`config.mk`:
```
export PLATFORM = sky130hd
export DESIGN_NAME = key_pulse_flat
export DESIGN_NICKNAME = d
export VERILOG_FILES = /design/src/rtl/tug_pkg.sv /design/src/rtl/key_pulse_if.sv /design/src/rtl/key_conditioner.sv /design/src/rtl/key_pulse.sv /design/src/flat_wrapper.sv
export SDC_FILE = /design/constraint.sdc
export NUM_CORES = 1
export LEC_CHECK = 0
export CAP_MARGIN = 20
export CORE_AREA = 2 2 39 41
export CTS_BUF_LIST = sky130_fd_sc_hd__clkbuf_8
export CTS_CLUSTER_DIAMETER = 120
export CTS_CLUSTER_SIZE = 14
export DETAILED_ROUTE_END_ITERATION = 10
export DIE_AREA = 0 0 41 43
export GPL_TIMING_DRIVEN = 0
export PLACE_DENSITY_LB_ADDON = 0.25
export SYNTH_ARGS = -nofsm -noshare
export SYNTH_HDL_FRONTEND = slang
export SYNTH_SLANG_ARGS = --single-unit
```
`constraint.sdc`:
```
create_clock -name clk -period 0.8 [get_ports clk]
set_input_delay 0.08 -clock clk [delete_from_list [all_inputs] [get_ports clk]]
set_output_delay 0.08 -clock clk [all_outputs]
set_load 0.03 [all_outputs]
```
`src/rtl/tug_pkg.sv`:
```
// tug_pkg -- shared types and constants for the tug-of-war game blocks.
//   key_state_t             : debounced key level (RELEASED / PRESSED)
//   DEBOUNCE_CYCLES_DEFAULT : default number of stable samples for a key edge
package tug_pkg;

  typedef enum logic {
    RELEASED = 1'b0,
    PRESSED  = 1'b1
  } key_state_t;

  localparam int unsigned DEBOUNCE_CYCLES_DEFAULT = 16;

endpackage

```
`src/rtl/key_pulse_if.sv`:
```
// key_pulse_if -- player-key bundle between the button pins and the game.
//   keyL_n, keyR_n : raw active-low push-buttons (asynchronous)
//   L, R           : one-cycle press pulses
//   heldL, heldR   : debounced key levels, 1 = pressed
// Modports: master drives the keys and observes the outputs;
//           slave is the conditioning stage (key_pulse).
interface key_pulse_if;
  logic keyL_n;
  logic keyR_n;
  logic L;
  logic R;
  logic heldL;
  logic heldR;

  modport master (
    output keyL_n, keyR_n,
    input  L, R, heldL, heldR
  );

  modport slave (
    input  keyL_n, keyR_n,
    output L, R, heldL, heldR
  );
endinterface

```
`src/rtl/key_conditioner.sv`:
```
// key_conditioner -- one key channel: 2-flop synchroniser, debounce FSM and
// a registered single-cycle press pulse.
//   clk     : system clock, rising edge
//   reset   : asynchronous active-low reset
//   key_n   : raw active-low button
//   pulse   : 1 for one cycle when a press is accepted
//   held    : debounced level, 1 = pressed
// Build option: KEY_DEBOUNCE_EN selects the counter-based debounce; without
// it the state follows the synchronised key one edge later and
// DEBOUNCE_CYCLES is not used by the datapath.
module key_conditioner
  import tug_pkg::*;
#(
  parameter int unsigned DEBOUNCE_CYCLES = DEBOUNCE_CYCLES_DEFAULT
) (
  input  logic clk,
  input  logic reset,
  input  logic key_n,
  output logic pulse,
  output logic held
);

  if (DEBOUNCE_CYCLES < 1) begin : g_bad_param
    $error("key_conditioner: DEBOUNCE_CYCLES must be >= 1");
  end

  logic       s1;
  logic       s2;
  key_state_t state;

  // Synchroniser carries the pressed sense (inverted pin level).
  always_ff @(posedge clk or negedge reset) begin
    if (!reset) begin
      s1 <= 1'b0;
      s2 <= 1'b0;
    end else begin
      s1 <= ~key_n;
      s2 <= s1;
    end
  end

`ifdef KEY_DEBOUNCE_EN
  localparam int unsigned    CW   = $clog2(DEBOUNCE_CYCLES + 1);
  localparam logic [CW-1:0]  LAST = CW'(DEBOUNCE_CYCLES - 1);

  logic [CW-1:0] cnt;

  // cnt counts consecutive samples disagreeing with state; any agreeing
  // sample restarts it, so short glitches never reach LAST.
  always_ff @(posedge clk or negedge reset) begin
    if (!reset) begin
      state <= RELEASED;
      cnt   <= '0;
      pulse <= 1'b0;
    end else begin
      pulse <= 1'b0;
      if (s2 != (state == PRESSED)) begin
        if (cnt == LAST) begin
          state <= (state == PRESSED) ? RELEASED : PRESSED;
          cnt   <= '0;
          pulse <= (state == RELEASED);
        end else begin
          cnt <= cnt + 1'b1;
        end
      end else begin
        cnt <= '0;
      end
    end
  end
`else
  always_ff @(posedge clk or negedge reset) begin
    if (!reset) begin
      state <= RELEASED;
      pulse <= 1'b0;
    end else begin
      state <= s2 ? PRESSED : RELEASED;
      pulse <= s2 && (state == RELEASED);
    end
  end
`endif

  assign held = (state == PRESSED);

endmodule

```
`src/rtl/key_pulse.sv`:
```
// key_pulse -- input conditioning for the two player buttons. Each key is
// synchronised, debounced and turned into a one-cycle press pulse that
// drives the L/R inputs of the light FSMs.
//   clk   : system clock, rising edge
//   reset : asynchronous active-low reset
//   kp    : key_pulse_if.slave (keyL_n/keyR_n in; L/R/heldL/heldR out)
// Build option: KEY_DEBOUNCE_EN enables counter-based debouncing
// (DEBOUNCE_CYCLES samples); otherwise behaves as DEBOUNCE_CYCLES = 1.
module key_pulse
  import tug_pkg::*;
#(
  parameter int unsigned DEBOUNCE_CYCLES = DEBOUNCE_CYCLES_DEFAULT
) (
  input  logic        clk,
  input  logic        reset,
  key_pulse_if.slave  kp
);

  key_conditioner #(.DEBOUNCE_CYCLES(DEBOUNCE_CYCLES)) u_left (
    .clk   (clk),
    .reset (reset),
    .key_n (kp.keyL_n),
    .pulse (kp.L),
    .held  (kp.heldL)
  );

  key_conditioner #(.DEBOUNCE_CYCLES(DEBOUNCE_CYCLES)) u_right (
    .clk   (clk),
    .reset (reset),
    .key_n (kp.keyR_n),
    .pulse (kp.R),
    .held  (kp.heldR)
  );

endmodule
```
`src/flat_wrapper.sv`:
```
// flat-port wrapper written by rule: the top's interface ports become plain ports
module key_pulse_flat import tug_pkg::*;
#(
  parameter int unsigned DEBOUNCE_CYCLES = DEBOUNCE_CYCLES_DEFAULT
)
  (clk, reset, kp_keyL_n, kp_keyR_n, kp_L, kp_R, kp_heldL, kp_heldR);
  key_pulse_if kp_i ();
  input  logic clk;
  input  logic reset;
  input wire logic [$bits(kp_i.keyL_n)-1:0] kp_keyL_n;
  input wire logic [$bits(kp_i.keyR_n)-1:0] kp_keyR_n;
  output wire logic [$bits(kp_i.L)-1:0] kp_L;
  output wire logic [$bits(kp_i.R)-1:0] kp_R;
  output wire logic [$bits(kp_i.heldL)-1:0] kp_heldL;
  output wire logic [$bits(kp_i.heldR)-1:0] kp_heldR;
  assign kp_i.keyL_n = kp_keyL_n;
  assign kp_i.keyR_n = kp_keyR_n;
  assign kp_L = kp_i.L;
  assign kp_R = kp_i.R;
  assign kp_heldL = kp_i.heldL;
  assign kp_heldR = kp_i.heldR;
  key_pulse #(.DEBOUNCE_CYCLES(DEBOUNCE_CYCLES)) u_core (.clk(clk), .reset(reset), .kp(kp_i));
endmodule
```
==> flow_summary.rst, run 1 <==
.. list-table::
   :header-rows: 1

   * - Metric
     - Value
   * - Status
     - finished with violations
   * - Violations in the final reports
     - setup timing
   * - Worst-case setup margin in the final layout
     - -0.02190 ns
   * - Sequential Area
     - 200.2 um2
   * - Part of the Yosys area used for sequential elements
     - 0.8511
   * - Worst reg2reg path startpoint
     - u_core.u_right.held
   * - Pre-Repair DR Iteration Count
     - 2
   * - Fill cell instance count of the final layout
     - 140
   * - Placement Rows
     - 14
   * - Violation count after the first detailed-routing iteration
     - 3
   * - Fraction of final layout cells with drive strength greater than 1
     - 0.4800
   * - Setup repair after global routing missed its margin
     - yes
   * - Per-cell via count in the routed design
     - 2.976
   * - Dominant combinational cell family by area after synthesis
     - simple AND/OR/NAND/NOR gates
   * - Highest clock frequency the design can meet
     - 1217 MHz
   * - Maximum clock skew at final layout
     - 0.00008911 ns
   * - Placer congestion estimate
     - 0.5109
   * - Adder-cell share of the synthesized area
     - 0
   * - Area growth, synth to finish
     - 69.15%
   * - Area of the multi-input gates
     - 27.53 um2
   * - End of the worst register-to-register path
     - u_core.u_right.pulse
   * - Total Neg Setup Slack
     - -0.03614 ns
   * - All-Layer GR Usage
     - 0.04661
   * - Critical path's top delay family
     - flip-flops
   * - Launching element of the worst setup path
     - u_core.u_left.held
   * - Height of the die
     - 43 um
   * - Die width
     - 41 um
   * - Largest area contributor in the netlist
     - dfrtp_1
   * - Largest driver fanout on the critical path
     - 2
   * - Maximum clock path buffer count
     - 2
   * - Cell with the largest stage delay on the worst path
     - dfrtp_1
   * - Share of cell area taken by muxes after synthesis
     - 0
   * - Minimum hold slack
     - 0.1303 ns
   * - Share of the cycle needed by the critical path after routing
     - 1.027
   * - Area of the die
     - 1763 um2
   * - Commonest non-fill, non-tap cells in the layout
     - dfrtp_1, buf_6, clkbuf_8, clkdlybuf4s50_1
   * - Boundary Pins
     - 8
   * - Worst path required time
     - 0.72 ns
   * - Antenna fix cells
     - 0
   * - Hold crit path type
     - primary input to asynchronous set/reset pin
   * - Area share of xor/xnor cells in the synthesized design
     - 0
   * - Pin count of the biggest net entering global routing
     - 9
   * - Most common library cell in the layout ignoring fill and taps
     - dfrtp_1
   * - Element type at the critical path start
     - register
   * - TritonCTS Buffers
     - 3
   * - CTS tree
     - yes
   * - Buffering stage count on the worst path with inverters included
     - 1
   * - Number of global-route vias before repair
     - 130
   * - Number of H-tree levels
     - 1
   * - Max transition margin
     - 0.7744
   * - Maximum cell stage delay along the critical path
     - 0.38 ns
   * - Number of cells produced by synthesis
     - 12
   * - Netlist Area Pre-Place
     - 235.2 um2
   * - Reg-to-reg slack, setup
     - 0.04 ns
   * - Antenna violations before repair
     - 0
   * - PD cells
     - 2468 nW/um2
   * - Final Total Pwr
     - 0.0009820 W
   * - First-pass GRT wire length
     - 462 um
   * - Arrival time of the worst setup path
     - 0.74 ns
   * - Final hold violations
     - 0
   * - Most area-consuming cells after synthesis
     - dfrtp_1, nor2b_4, inv_1
   * - Complex-gate fraction of the synthesized area
     - 0
   * - Actual slew at the worst max-slew pin
     - 0.3373 ns
   * - Worst Reg2Reg Path Length in Cells
     - 3
   * - Reported leakage power
     - 0.1941 nW
   * - Net total in the final layout
     - 31
   * - Fraction of post-synthesis cell area in the top cell type by area
     - 0.8511
   * - Cell-by-cell trace of the critical path
     - buf_6
   * - Final setup violation count
     - 3
   * - Maximum Capacitance Violations
     - 0
   * - Port bufs
     - 7
   * - Number of cells on the critical path
     - 1
   * - Clock latency on the worst-skew pair
     - 0.22 ns
   * - Critical path capture point
     - kp_heldL
   * - IR drop worst, VDD
     - 609.0 uV
   * - Core region area
     - 1384 um2
   * - Clock transition at the register clock pins on the worst setup and hold paths after CTS
     - 0.04 ns
   * - Worst Setup End Kind
     - output pin
   * - Wire length per cell
     - 7.073 um
   * - Post-synth cell types
     - 3
   * - Count of synthesis-stage warnings from yosys
     - 0
   * - Antenna Nets Post-Route
     - 0
   * - Initial standard-cell utilization of the core
     - 0.1700
   * - Synthesized Nets
     - 16
   * - Via count
     - 122
   * - Register bit count reported by yosys
     - 8
   * - Share of synthesized cell area in and, or, nand and nor gates
     - 0.1170
   * - Max-slew violations
     - 0
   * - Minimum clock period after layout
     - 0.8219 ns
   * - Clock root buffer
     - clkbuf_8
   * - GR Overflow Total
     - 0
   * - Final routed DRC violation total
     - 0
   * - Syn avg cell area
     - 19.60 um2
   * - Critical Setup Path Class
     - register to output pin
   * - CTS sink count
     - 8
   * - Quantity of hold-fixing buffers added after cts
     - 0
   * - Post-detailed-routing wire length
     - 290 um
   * - Core Util, Final
     - 0.2875
==> power by group <==
| part | total [W] | internal, W | switching [W] |
|---|---|---|---|
| registers | 0.000437 | 0.000427 | 0.00000927 |
| clock network | 0.000454 | 0.000323 | 0.000130 |
| logic | 0.0000917 | 0.0000512 | 0.0000406 |
| total | 0.000982 | 0.000802 | 0.000180 |
==> final cells by class <==
| type | instances | area share |
|---|---|---|
| Inverter | 2 | 0.01887 |
| Sequential cell | 8 | 0.5031 |
| Tap cell | 16 | 0.05031 |
| Clock buffer | 3 | 0.1038 |
| Timing Repair Buffer | 10 | 0.2547 |
| Multi-Input combinational cell | 2 | 0.06918 |
==> worst min path at each step <==
stage          cells after the start                  end  slack [ns]              from
6_report                           1  u_core.u_left.pulse        0.13             reset
5_1_grt                            1  u_core.u_left.pulse        0.18             reset
4_1_cts                            1  u_core.u_left.pulse        0.14             reset
3_5_place_dp                       0     u_core.u_left.s2        0.34  u_core.u_left.s1
3_3_place_gp                       0     u_core.u_left.s2        0.33  u_core.u_left.s1
2_1_floorplan                      0   u_core.u_left.held       -0.22             reset
==> what timing repair did <==
item | CTS | global route
setup endpoints to repair | 4 | 4
pin swaps | 0 | 0
hold endpoints to repair | 0 | 0
gates resized for setup | 28 | 1
buffers inserted | 2 | 1
==> cell usage after synthesis (all sizes together) <==
cell and count:
dfrtp 8, inv 2, nor2b 2
==> per-layer routing <==
metal	wire, um	track usage	vias up	share of wire
met2	122	0.04688	8	0.42
met4	0	0.06000	0	0
met1	126	0.05298	54	0.43
met3	41	0.03141	0	0.14
li1	-	-	60	-
met5	0	0	-	0
==> registers in the layout (all words and copies together), names as in the netlist <==
register and cells:
u_core.u_left.held 1, u_core.u_left.pulse 1, u_core.u_left.s1 1, u_core.u_left.s2 1, u_core.u_right.held 1, u_core.u_right.pulse 1
u_core.u_right.s1 1, u_core.u_right.s2 1
==> cells by family (layout without fill, tap and decap cells) <==
family | Yosys count | after routing
buf+inv | 2 | 15
flops | 8 | 8
simple gates | 2 | 2
==> per-stage QoR <==
stage	cells	instance area (um2)	setup slack, ns
after global placement	35	325.3	-0.3334
after global routing	41	397.9	-0.04128
final	41	397.9	-0.02190
after detailed placement	35	325.3	-0.3383
after CTS	40	386.6	-0.02986
after floorplan	12	235.2	0.09263
(Power assumes the default switching activity.)
==> run 2, diff against run 1 <==
--- a/config.mk
+++ b/config.mk
@@ -7,13 +7,14 @@
 export LEC_CHECK = 0
 export CAP_MARGIN = 20
 export CORE_AREA = 2 2 39 41
-export CTS_BUF_LIST = sky130_fd_sc_hd__clkbuf_8
+export CTS_BUF_LIST = sky130_fd_sc_hd__clkbuf_2
 export CTS_CLUSTER_DIAMETER = 120
 export CTS_CLUSTER_SIZE = 14
 export DETAILED_ROUTE_END_ITERATION = 10
 export DIE_AREA = 0 0 41 43
 export GPL_TIMING_DRIVEN = 0
 export PLACE_DENSITY_LB_ADDON = 0.25
+export SETUP_SLACK_MARGIN = 0.2
 export SYNTH_ARGS = -nofsm -noshare
 export SYNTH_HDL_FRONTEND = slang
 export SYNTH_SLANG_ARGS = --single-unit
==> flow_summary.rst, run 2 (synthesis gave the netlist of run 1 again) <==
.. list-table::
   :header-rows: 1

   * - Metric
     - Value
   * - Violations in the final reports
     - setup timing
   * - Final hold violations
     - 0
   * - Hold crit path type
     - primary input to asynchronous set/reset pin
   * - Post-detailed-routing wire length
     - 269 um
   * - Placement Rows
     - 14
   * - Worst Setup End Kind
     - output pin
   * - Post-route insts no fill
     - 40
   * - Clock transition at the register clock pins on the worst setup and hold paths after CTS
     - 0.07 ns
   * - Height of the die
     - 43 um
   * - Number of global-route vias before repair
     - 109
   * - Port bufs
     - 7
   * - Relative contribution of combinational cells to total power
     - 0.116
   * - Violation count after the first detailed-routing iteration
     - 3
   * - First-pass GRT wire length
     - 393 um
   * - Worst reg2reg path startpoint
     - u_core.u_right.held
   * - Die width
     - 41 um
   * - Number of H-tree levels
     - 1
   * - Boundary Pins
     - 8
   * - Placed Instances
     - 35
   * - Clock latency on the worst-skew pair
     - 0.22 ns
   * - Initial standard-cell utilization of the core
     - 0.1700
   * - Max transition margin
     - 0.7662
   * - Reg-to-reg slack, setup
     - 0.11 ns
   * - Minimum setup slack after placement
     - -0.3112 ns
   * - Actual slew at the worst max-slew pin
     - 0.3496 ns
   * - Critical path's top delay family
     - flip-flops
   * - Reported leakage power
     - 0.1770 nW
   * - Worst path required time
     - 0.72 ns
   * - Fill cell instance count of the final layout
     - 147
   * - Largest driver fanout on the critical path
     - 2
   * - Maximum clock skew at final layout
     - 0.0001461 ns
   * - Net total in the final layout
     - 30
   * - Final setup violation count
     - 4
   * - CTS tree
     - yes
   * - Element type at the critical path start
     - register
   * - TritonCTS Buffers
     - 3
   * - Maximum clock path buffer count
     - 2
   * - Clock root buffer
     - clkbuf_2
   * - Max-slew violations
     - 0
   * - All-Layer GR Usage
     - 0.04065
   * - Worst Reg2Reg Path Length in Cells
     - 2
   * - Cell-by-cell trace of the critical path
     - buf_6
   * - Commonest non-fill, non-tap cells in the layout
     - dfrtp_1, buf_6, clkbuf_2, clkdlybuf4s50_1
   * - Highest clock frequency the design can meet
     - 1187 MHz
   * - GR Overflow Total
     - 0
   * - Buffering stage count on the worst path with inverters included
     - 1
   * - Fraction of final layout cells with drive strength greater than 1
     - 0.5417
   * - Setup repair after global routing missed its margin
     - yes
   * - Clock network fraction of design power
     - 0.300
   * - Placer congestion estimate
     - 0.5119
   * - Antenna fix cells
     - 0
   * - Area growth, synth to finish
     - 54.26%
   * - Maximum Capacitance Violations
     - 0
   * - Internal Pwr Total
     - 0.0005744 W
   * - Maximum cell stage delay along the critical path
     - 0.41 ns
   * - P_sw
     - 0.0001692 W
   * - Core region area
     - 1384 um2
   * - Arrival time of the worst setup path
     - 0.76 ns
   * - Status
     - finished with violations
   * - Cell area after placement
     - 327.8 um2
   * - Minimum hold slack
     - 0.1274 ns
   * - Antenna violations before repair
     - 0
   * - Number of cells on the critical path
     - 1
   * - Minimum clock period after layout
     - 0.8427 ns
   * - Per-cell via count in the routed design
     - 3.025
   * - Critical path capture point
     - kp_heldR
   * - Most common library cell in the layout ignoring fill and taps
     - dfrtp_1
   * - Part of the power in registers
     - 0.584
   * - Wire length per cell
     - 6.725 um
   * - Cell with the largest stage delay on the worst path
     - dfrtp_2
   * - IR drop worst, VDD
     - 426.8 uV
   * - Pin count of the biggest net entering global routing
     - 9
   * - Critical Setup Path Class
     - register to output pin
   * - Switching part of the total power
     - 0.2275
   * - Final std cell area, no fill
     - 362.8 um2
   * - Launching element of the worst setup path
     - u_core.u_right.held
   * - PD cells
     - 2049 nW/um2
   * - Core Util, Final
     - 0.2622
   * - Via count
     - 121
   * - Pre-Repair DR Iteration Count
     - 2
   * - Worst-case setup margin in the final layout
     - -0.04266 ns
   * - Share of the cycle needed by the critical path after routing
     - 1.053
   * - Area of the die
     - 1763 um2
   * - Antenna Nets Post-Route
     - 0
   * - End of the worst register-to-register path
     - u_core.u_right.pulse
   * - Final routed DRC violation total
     - 0
   * - CTS sink count
     - 8
run 2: cell types whose count changed in the layout (fill, tap and decap cells not counted), sizes merged:
| cell | change |
|---|---|
| buf | -1 |
run 2: how the worst min path moves through the flow:
stage	start	endpoint	slack [ns]
final	reset	u_core.u_left.pulse	0.13
after global routing	reset	u_core.u_right.s1	0.14
after CTS	reset	u_core.u_right.s2	0.12
after detailed placement	u_core.u_right.s1	u_core.u_right.s2	0.34
after global placement	u_core.u_right.s1	u_core.u_right.s2	0.33
after floorplan	reset	u_core.u_left.held	-0.22
run 2: worst reg2reg max path, delay by kind of cell, from the launching register on:
kind / cells / cell delay, ns
buf+inv: 1 / 0.14
flops: 1 / 0.41
simple gates: 1 / 0.09
run 2: layout make-up:
cell class,instances,area [um2],area share
Multi-Input combinational cell,2,27.53,0.07586
Tap cell,16,20.02,0.05517
Clock buffer,3,15.01,0.04138
Inverter,2,7.507,0.02069
Sequential cell,8,202.7,0.5586
Timing Repair Buffer,9,90.09,0.2483
run 2: stage by stage:
| stage | power, W | setup TNS (ns) |
|---|---|---|
| floorplan | 0.0004744 | 0 |
| global placement | 0.0005167 | -1.102 |
| detailed placement | 0.0005184 | -1.109 |
| CTS | 0.0007613 | -0.1858 |
| global route | 0.0007858 | -0.2608 |
| finish | 0.0007436 | -0.1037 |
run 2: power groups by stage:
stage               Sequential [W]  Clock (W)  Combinational [W]
finish                    0.000435   0.000223          0.0000861
CTS                       0.000435   0.000239          0.0000878
detailed placement        0.000444          0          0.0000749
floorplan                 0.000464          0          0.0000101
global route              0.000436   0.000257          0.0000929
global placement          0.000443          0          0.0000739
run 2: metal layers:
| layer | share of wire | global-route usage |
|---|---|---|
| met5 | 0 | 0 |
| met2 | 0.39 | 0.03438 |
| met3 | 0.15 | 0.03141 |
| met1 | 0.46 | 0.04682 |
| met4 | 0 | 0.06000 |
run 2: what timing repair did:
item | 4_1_cts | 5_1_grt
hold buffers | 0 | 0
endpoints found under the hold margin | 0 | 0
pin swaps | 0 | 0
setup endpoints to repair | 6 | 6
resized for setup | 28 | 0
buffers inserted | 2 | 0
==> run 3, diff against run 2 <==
--- a/config.mk
+++ b/config.mk
@@ -6,12 +6,12 @@
 export NUM_CORES = 1
 export LEC_CHECK = 0
 export CAP_MARGIN = 20
-export CORE_AREA = 2 2 39 41
+export CORE_AREA = 8 8 45 47
 export CTS_BUF_LIST = sky130_fd_sc_hd__clkbuf_2
 export CTS_CLUSTER_DIAMETER = 120
 export CTS_CLUSTER_SIZE = 14
 export DETAILED_ROUTE_END_ITERATION = 10
-export DIE_AREA = 0 0 41 43
+export DIE_AREA = 0 0 53 55
 export GPL_TIMING_DRIVEN = 0
 export PLACE_DENSITY_LB_ADDON = 0.25
 export SETUP_SLACK_MARGIN = 0.2
==> flow_summary.rst, run 3 (synthesis gave the netlist of run 1 again) <==
.. list-table::
   :header-rows: 1

   * - Metric
     - Value
   * - Antenna Nets Post-Route
     - 0
   * - Maximum Capacitance Violations
     - 0
   * - Status
     - finished with violations
   * - First-pass GRT wire length
     - 496 um
   * - Placed Instances
     - 35
   * - Minimum clock period after layout
     - 0.8493 ns
   * - Hold crit path type
     - primary input to asynchronous set/reset pin
   * - Placement Rows
     - 14
   * - Area growth, synth to finish
     - 59.04%
   * - Cell-by-cell trace of the critical path
     - buf_6
   * - End of the worst register-to-register path
     - u_core.u_left.pulse
   * - CTS sink count
     - 8
   * - Clock transition at the register clock pins on the worst setup and hold paths after CTS
     - 0.07 ns
   * - Clock root buffer
     - clkbuf_2
   * - Commonest non-fill, non-tap cells in the layout
     - dfrtp_1, buf_6, clkbuf_2, clkdlybuf4s50_1
   * - Critical path's top delay family
     - flip-flops
   * - Highest clock frequency the design can meet
     - 1177 MHz
   * - Final Total Pwr
     - 0.0007464 W
   * - Violations in the final reports
     - setup timing
   * - PD cells
     - 1995 nW/um2
   * - Largest driver fanout on the critical path
     - 2
   * - Post-detailed-routing wire length
     - 343 um
   * - Actual slew at the worst max-slew pin
     - 0.3412 ns
   * - Worst-case setup margin in the final layout
     - -0.04929 ns
   * - Critical Setup Path Class
     - register to output pin
   * - Number of H-tree levels
     - 1
   * - Net total in the final layout
     - 31
   * - Violation count after the first detailed-routing iteration
     - 1
   * - Clock latency on the worst-skew pair
     - 0.22 ns
   * - Post-route insts no fill
     - 41
   * - CTS tree
     - yes
   * - Initial standard-cell utilization of the core
     - 0.1700
   * - Final hold violations
     - 0
   * - Die width
     - 53 um
   * - Maximum clock path buffer count
     - 2
   * - Detailed Place HPWL
     - 265.1 um
   * - Cell with the largest stage delay on the worst path
     - dfrtp_2
   * - Arrival time of the worst setup path
     - 0.77 ns
   * - Maximum clock skew at final layout
     - 0.0001464 ns
   * - Element type at the critical path start
     - register
   * - Worst Setup End Kind
     - output pin
   * - Wire length per cell
     - 8.366 um
   * - Reg-to-reg slack, setup
     - 0.01 ns
   * - Via count
     - 129
   * - Final setup violation count
     - 4
   * - Height of the die
     - 55 um
   * - Boundary Pins
     - 8
   * - Placer congestion estimate
     - 0.5950
   * - Setup repair after global routing missed its margin
     - yes
   * - Pre-Repair DR Iteration Count
     - 2
   * - All-Layer GR Usage
     - 0.02805
   * - Number of global-route vias before repair
     - 128
   * - TritonCTS Buffers
     - 3
   * - Fraction of final layout cells with drive strength greater than 1
     - 0.5600
   * - Max-slew violations
     - 0
   * - Sequential Area
     - 202.7 um2
   * - Worst Reg2Reg Path Length in Cells
     - 3
   * - IR drop worst, VDD
     - 443.7 uV
   * - Most common library cell in the layout ignoring fill and taps
     - dfrtp_1
   * - Reported leakage power
     - 0.1830 nW
   * - Area of the multi-input gates
     - 27.53 um2
   * - Worst reg2reg path startpoint
     - u_core.u_left.held
   * - Max transition margin
     - 0.7718
   * - Buffering stage count on the worst path with inverters included
     - 1
   * - Antenna violations before repair
     - 0
   * - Maximum cell stage delay along the critical path
     - 0.41 ns
   * - Share of the cycle needed by the critical path after routing
     - 1.062
   * - Worst path required time
     - 0.72 ns
   * - GR Overflow Total
     - 0
   * - Port bufs
     - 7
   * - Area of the die
     - 2915 um2
   * - Antenna fix cells
     - 0
   * - Fill cell instance count of the final layout
     - 141
   * - Pin count of the biggest net entering global routing
     - 9
   * - Core region area
     - 1384 um2
   * - Final routed DRC violation total
     - 0
   * - Per-cell via count in the routed design
     - 3.146
==> run 3: cell types whose count changed in the layout (fill, tap and decap cells not counted) <==
cell   before  now
buf_6       4    5
==> run 3: repair_timing <==
item / 4_1_cts / 5_1_grt
setup buffers: 2 / 1
hold buffers: 0 / 0
gates resized for setup: 28 / 1
endpoints found under the setup margin: 5 / 6
==> run 3: area by class of cell <==
cell class / count / share of cell area
clock buffer: 3 / 0.04013
sequential: 8 / 0.5418
inverter: 2 / 0.02007
multi-input combinational: 2 / 0.07358
timing repair buffer: 10 / 0.2709
tap: 16 / 0.05351
==> run 3: worst max path at each step <==
stage	to	from	cells past startpoint
finish	kp_heldL	u_core.u_left.held	1
global route	kp_heldL	u_core.u_left.held	1
CTS	kp_heldL	u_core.u_left.held	1
detailed placement	kp_heldL	u_core.u_left.held	1
global placement	kp_heldR	u_core.u_right.held	1
floorplan	u_core.u_left.pulse	u_core.u_left.held	1
==> run 3: routing by layer <==
layer / part of all wire / track usage / vias up
met2: 0.35 / 0.02734 / 8
met1: 0.43 / 0.02632 / 61
met3: 0.21 / 0.02941 / 0
met5: 0 / 0 / -
met4: 0 / 0.03879 / 0
li1: - / - / 60
==> run 3: where the power goes <==
| part | internal [W] | switching (W) |
|---|---|---|
| Clock | 0.000102 | 0.000117 |
| Sequential | 0.000426 | 0.00000954 |
| Combinational | 0.0000512 | 0.0000411 |
==> run 3: metrics by stage <==
stage / setup WS (ns) / hold slack (ns) / instance area, um2 / TNS [ns] / util
after global placement: -0.3228 / 0.3335 / 327.8 / -1.141 / 0.2369
after CTS: -0.06637 / 0.1160 / 362.8 / -0.1973 / 0.2622
after detailed placement: -0.3228 / 0.3370 / 327.8 / -1.155 / 0.2369
final: -0.04929 / 0.1221 / 374.1 / -0.1069 / 0.2703
after global routing: -0.07642 / 0.1393 / 374.1 / -0.2518 / 0.2703
after floorplan: 0.1539 / -0.2156 / 237.7 / 0 / -
